==> src/rtl/cofactor_sequencer_pkg.sv <==
// Shared types and constants for the cofactor literal sequencer:
// FSM states, op codes and datapath mux selects.
package cofactor_sequencer_pkg;

  typedef enum logic [2:0] {
    IDLE  = 3'd0,
    CLEAR = 3'd1,
    LOAD  = 3'd2,
    SCAN  = 3'd3,
    TOFF  = 3'd4,
    DONE  = 3'd5
  } state_t;

  localparam logic [1:0] OP_LOAD     = 2'd0;
  localparam logic [1:0] OP_COFACTOR = 2'd1;
  localparam logic [1:0] OP_TOFFOLI  = 2'd2;
  localparam logic [1:0] OP_NOP      = 2'd3;

  localparam logic [2:0] MUX_REMAIN = 3'd0;
  localparam logic [2:0] MUX_BASIS  = 3'd1;
  localparam logic [2:0] MUX_MULT   = 3'd2;
  localparam logic [2:0] MUX_EXT    = 3'd3;
  localparam logic [2:0] MUX_TOFF   = 3'd4;

endpackage

==> src/rtl/cofactor_sequencer.sv <==
// Control FSM for the cofactor literal datapath: sequences row loads, cofactor
// elimination passes and Toffoli phase passes over the circular row array.
module cofactor_sequencer
  import cofactor_sequencer_pkg::*;
#(
  parameter int num_qubit = 3,
  localparam int CNT_W = $clog2(num_qubit + 1)
) (
  input  logic             clk,
  input  logic             rst_n,
  input  logic             start,
  input  logic [1:0]       op,
  input  logic             ext_valid,
  output logic             ext_ready,
  input  logic             anticommute,
  input  logic             flag_anticommute,
  output logic [2:0]       mux_shift_in,
  output logic             rst_flag,
  output logic             shift_en,
  output logic             busy,
  output logic             done,
  output logic [CNT_W-1:0] first_row_idx,
  output logic             random_outcome
);

  state_t           state;
  state_t           state_next;
  logic [CNT_W-1:0] cnt;
  logic [CNT_W-1:0] cnt_next;
  logic             last_row;
  logic             capture_first;

  assign last_row = (cnt == CNT_W'(num_qubit - 1));

  always_comb begin
    state_next    = state;
    cnt_next      = cnt;
    mux_shift_in  = MUX_REMAIN;
    shift_en      = 1'b0;
    ext_ready     = 1'b0;
    done          = 1'b0;
    capture_first = 1'b0;
    busy          = (state != IDLE);

    case (state)
      IDLE: begin
        if (start) begin
          case (op)
            OP_LOAD:     state_next = LOAD;
            OP_COFACTOR: state_next = CLEAR;
            OP_TOFFOLI:  state_next = TOFF;
            default:     state_next = DONE;
          endcase
        end
      end

      CLEAR: state_next = SCAN;

      SCAN: begin
        shift_en = 1'b1;
        // The first anticommuting row becomes the basis row; later ones get multiplied by it.
        if (anticommute && !flag_anticommute) begin
          mux_shift_in  = MUX_BASIS;
          capture_first = 1'b1;
        end else if (anticommute) begin
          mux_shift_in = MUX_MULT;
        end
        if (last_row) begin
          cnt_next   = '0;
          state_next = DONE;
        end else begin
          cnt_next = cnt + CNT_W'(1);
        end
      end

      LOAD: begin
        ext_ready    = 1'b1;
        mux_shift_in = MUX_EXT;
        shift_en     = ext_valid;
        if (ext_valid) begin
          if (last_row) begin
            cnt_next   = '0;
            state_next = DONE;
          end else begin
            cnt_next = cnt + CNT_W'(1);
          end
        end
      end

      TOFF: begin
        mux_shift_in = MUX_TOFF;
        shift_en     = 1'b1;
        if (last_row) begin
          cnt_next   = '0;
          state_next = DONE;
        end else begin
          cnt_next = cnt + CNT_W'(1);
        end
      end

      DONE: begin
        done       = 1'b1;
        cnt_next   = '0;
        state_next = IDLE;
      end

      default: begin
        cnt_next   = '0;
        state_next = IDLE;
      end
    endcase
  end

  // rst_flag is an async clear in the datapath, so it must come straight from a flop.
  always_ff @(posedge clk or negedge rst_n) begin
    if (!rst_n) begin
      state          <= IDLE;
      cnt            <= '0;
      rst_flag       <= 1'b0;
      first_row_idx  <= '0;
      random_outcome <= 1'b0;
    end else begin
      state    <= state_next;
      cnt      <= cnt_next;
      rst_flag <= (state_next == CLEAR);
      if (state == CLEAR) begin
        first_row_idx  <= '0;
        random_outcome <= 1'b0;
      end else if (capture_first) begin
        first_row_idx  <= cnt;
        random_outcome <= 1'b1;
      end
    end
  end

endmodule
==> config.mk <==
export PLATFORM = sky130hd
export DESIGN_NAME = cofactor_sequencer
export DESIGN_NICKNAME = d
export VERILOG_FILES = /design/src/rtl/cofactor_sequencer_pkg.sv /design/src/rtl/cofactor_sequencer.sv
export SDC_FILE = /design/constraint.sdc
export NUM_CORES = 1
export LEC_CHECK = 0
export CAP_MARGIN = 10
export CORE_AREA = 2 2 39 41
export CTS_CLUSTER_SIZE = 20
export DETAILED_ROUTE_END_ITERATION = 8
export DIE_AREA = 0 0 41 43
export PLACE_DENSITY = 0.78
export SYNTH_ARGS = -nofsm -noshare
export SYNTH_HDL_FRONTEND = slang
export SYNTH_SLANG_ARGS = --single-unit
==> constraint.sdc <==
create_clock -name clk -period 3.4 [get_ports clk]
set_input_delay 0.68 -clock clk [delete_from_list [all_inputs] [get_ports clk]]
set_output_delay 0.68 -clock clk [all_outputs]
set_load 0.01 [all_outputs]
# Yosys cells after proc, flatten, opt, wreduce, memory -nomap -nowiden
# Index checks and enable logic that the tools add are counted.
# Widths: inputs -> output; s select.
classes:
  add_sub_neg: 1
  multipliers: 0
  div: 0
  magnitude_cmp: 0
  eq_ne: 10
  shifts: 0
  muxes: 20
  bitwise_logic: 1
  reduce_logical: 9
ops:
  columns: ["op", "count"]
  rows:
  - ["$pmux 3 s3", 2]
  - ["$mux 2", 6]
  - ["$pmux 3 s4", 1]
  - ["$mux 3", 3]
  - ["$eq 3x1->1 const B", 2]
  - ["$eq 3x2->1 const B", 2]
  - ["$eq 3x3->1 const B", 2]
  - ["$mux 1", 6]
  - ["$pmux 2 s3", 1]
  - ["$eq 2x2->1 const B", 2]
  - ["$reduce_or 2->1", 2]
  - ["$logic_not 3->1", 1]
  - ["$reduce_bool 3->1", 1]
  - ["$add 2x1->2 const B", 1]
  - ["$eq 2x1->1 const B", 1]
  - ["$logic_not 2->1", 1]
  - ["$ne 2x2->1 const B", 1]
  - ["$pmux 1 s2", 1]
  - ["$reduce_and 2->1", 1]
  - ["$reduce_bool 2->1", 1]
  - ["$logic_and 1x1->1", 1]
  - ["$logic_not 1->1", 1]
  - ["$not 1->1", 1]
totals:
  reg_bits: 9
  latchBits: 0
  ramBits: 0
  rom_bits: 0
  in_bits: 8
  out_inout_bits: 11
  memories: 0

# Longest topological paths before layout
depth:
  depth_word: 6
  mapped_depth: 5

# Least setup slack after synthesis
# OpenSTA, ideal clock, no wires.
synth_timing:
  path_kind: "input-to-output"
  from: "in flag_anticommute"
  to: "out mux_shift_in[0]"
  t_arrival_ns: 1.220
  t_required_ns: 2.720
  setup_slack_ns: 1.500
  stages: 2
  path_buffers: 0
  cell_sequence: "or3_4 o21ai_1"
synth_between:
  elab_chain_len: 4
synth_lines:
  columns: ["item", "line", "text"]
  rows:
  - ["start, declared", "cofactor_sequencer.sv:16", "input logic flag_anticommute,"]
  - ["$logic_not 1->1", "cofactor_sequencer.sv:62", "if (anticommute && !flag_anticommute) begin"]
  - ["$logic_and 1x1->1", "cofactor_sequencer.sv:62", null]
  - ["$mux 2", "cofactor_sequencer.sv:62", null]
  - ["$pmux 3 s3", "cofactor_sequencer.sv:45", "case (state)"]
  - ["end, declared", "cofactor_sequencer.sv:17", "output logic [2:0] mux_shift_in,"]
# No other way between the ends.

# Worst setup path in the final report
layout_timing:
  from: "in anticommute"
  to: "out mux_shift_in[0]"
layout_between:
  elab_chain_len: 3
layout_lines:
  columns: ["item", "line", "text"]
  rows:
  - ["start, declared", "cofactor_sequencer.sv:15", "input logic anticommute,"]
  - ["$logic_and 1x1->1", "cofactor_sequencer.sv:62", null]
  - ["$mux 2", "cofactor_sequencer.sv:62", null]
  - ["$pmux 3 s3", "cofactor_sequencer.sv:45", null]
# No other way between the ends.

==> results_dict.tcl <==
set metrics [dict create \
    cts_buffers 3 \
    final_nets 89 \
    place_ws_ps 493.8 \
    cts.root.buffer_cell "clkbuf_4" \
    cts.path.max_buffers 2 \
    n_antenna_cell 0 \
    path_class "in2out" \
    ys_seq_area_share_pct 41.19 \
    cts_tree "yes" \
    dr.first_iter.drc_count 13 \
    coreArea_sq_um 1384 \
    synthCells 62 \
    grt_setup_unrepaired "false" \
    grt_usage_pct 16.72 \
    grt_pass1_vias 462 \
    maxCapViolCount 0 \
    cts.repair.resized 0 \
    fin_crit_sh_pct 85.20 \
    grt_pass1_wl_mm 1.925 \
    htreeDepth 1 \
    synth.area.top_cells "dfrtp_1 41%, nor2_1 4.8%, nand2_1 4.1%" \
    maxSlewHeadroom_pct 68.08 \
    p_leak_nw 0.3039 \
    cts_hold_buf 0 \
    worstMarginPinSlew_ps 478.7 \
    syn-cell-area_sq_um 546.8 \
    hp-class "reg2reg" \
    powerDensity_nw_per_um2 893.7 \
    synth_area_per_cell_sq_um 8.819 \
    die_h_um 43 \
    drc 0 \
    clk_pin_slew_ps 60 \
    whs_path_depth 2 \
    viasPerCell 5.354 \
    clock-sinks 9 \
    synth_warnings 0 \
    place.gp.congestion 0.7759 \
    setup_tns_ps 0 \
    grt-ovfl-total 0 \
    worst_slack_ps 503.3 \
    drt-pass1-iter-count 4 \
    slew_viol_final 0 \
    rows 14 \
    dieArea_sq_um 1763 \
    status "finished clean" \
    dpl.hpwl_um 899.5 \
    grt_antenna_before_repair 0 \
    cp-start-kind "primary input" \
    period_minus_slack_ps 2897 \
    yosysUniqueCellTypes 27 \
    ios 19 \
    syn_nets 70 \
    r2r_cells 4 \
    fmax_ghz 0.3452 \
    crit_fanout 6 \
    die_w_um 41 \
    ir_drop_v 0.0003173 \
    antenna_left 0 \
    postCtsSetupBuffers 0 \
    cp.required_ps 2720 \
    wl_per_cell_um 12.41 \
    wirelength_mm 1.191 \
    end_kind "primary output" \
    cp.arrival_ps 2220 \
    portBuffers 18 \
    grt_max_degree 18 \
    synth_area_leader_cell "dfrtp_1" \
    vias 514 \
    synth_top_area_share_pct 41.19 \
    clk_latency_ps 260 \
    start_util_pct 39.51 \
    hold_viol 0 \
    setup_viol 0 \
    final_layout_size_suffix_gt1_share_pct 10.00 \
    syn_to_final_growth_pct 36.16 \
    skew_ps 1.852 \
    ys_ff_latch 9 \
]
-- where the power goes --
part           switching [mW]  internal [mW]  total [mW]
registers              0.0771          0.154       0.231
logic                   0.156          0.197       0.354
clock network          0.0354         0.0451      0.0805
-- cell usage after synthesis --
cell type / number
a32oi_1: 1
or2_4: 1
a22oi_1: 2
dfrtp_1: 9
or3_1: 1
nand2b_1: 2
nand3_1: 4
o22ai_1: 3
nor3_1: 1
nor3b_1: 2
a31oi_1: 1
inv_1: 3
nor2b_1: 1
o21ai_2: 1
and2b_1: 2
mux2_2: 1
o21a_1: 2
nor2_1: 7
or3_4: 1
buf_4: 1
nand2_1: 6
a311oi_2: 1
a21oi_1: 2
buf_6: 1
buf_2: 2
o32ai_1: 1
o21ai_1: 3
-- critical path: stages --
cell and delay, ps:
clkdlybuf4s50_1 480, nand2_1 50, or3_4 380, o21ai_1 80, clkdlybuf4s50_1 540
-- layout by cell type (no fill, tap or decap), types with 3 or more instances in the layout --
master	n
clkbuf_4	3
nand2_1	6
dfrtp_1	9
inv_1	3
clkdlybuf4s50_1	18
nor2_1	7
o22ai_1	3
nand3_1	4
o21ai_1	3
-- path summary, 6_finish.rpt --
check,from,endpoint,slack [ps]
min,random_outcome,random_outcome,510
max,anticommute,mux_shift_in[0],500
max in group asynchronous,rst_n,cnt[1],2430
min in group asynchronous,rst_n,first_row_idx[1],700
max reg2reg,state[1],first_row_idx[0],1860
min reg2reg,random_outcome,random_outcome,510
-- stage by stage --
stage / instances / hold slack, ps / util, % / cell area [sq um] / total power, mW
global placement: 92 / 474.8 / 51.90 / 718.2 / 0.5861
CTS: 96 / 520.2 / 53.80 / 744.5 / 0.6707
floorplan: 62 / 384.4 / - / 546.8 / 0.4490
global route: 96 / 547.0 / 53.80 / 744.5 / 0.7261
finish: 96 / 508.3 / 53.80 / 744.5 / 0.6653
detailed placement: 92 / 513.4 / 51.90 / 718.2 / 0.5883
-- registers in the layout (all words and copies together) (netlist names) --
register and count:
cnt 2, first_row_idx 2, random_outcome 1, rst_flag 1
state 3
-- kinds of logic after synthesis --
logic type             synth area share (%)
AOI/OAI and AO/OA                     22.20
buffers and inverters                 7.323
DFF                                   41.19
muxes                                 2.059
and+or+nand+nor                       27.23
-- cell type report --
class                           count  area [sq um]
Clock buffer                        4         26.28
Fill cell                         128         639.4
Inverter                            3         11.26
Multi-Input combinational cell     46         281.5
Sequential cell                     9         225.2
Tap cell                           16         20.02
Timing Repair Buffer               18         180.2
-- layer usage --
metal  track usage, %  share of wire, %  vias to the layer above
met5                0                 0                        -
met3            4.712               5.0                        2
li1                 -                 -                      260
met1            21.62                44                      240
met4            8.000              0.92                        0
met2            24.69                50                       12
Note: power is estimated with default switching activity, not from simulation.
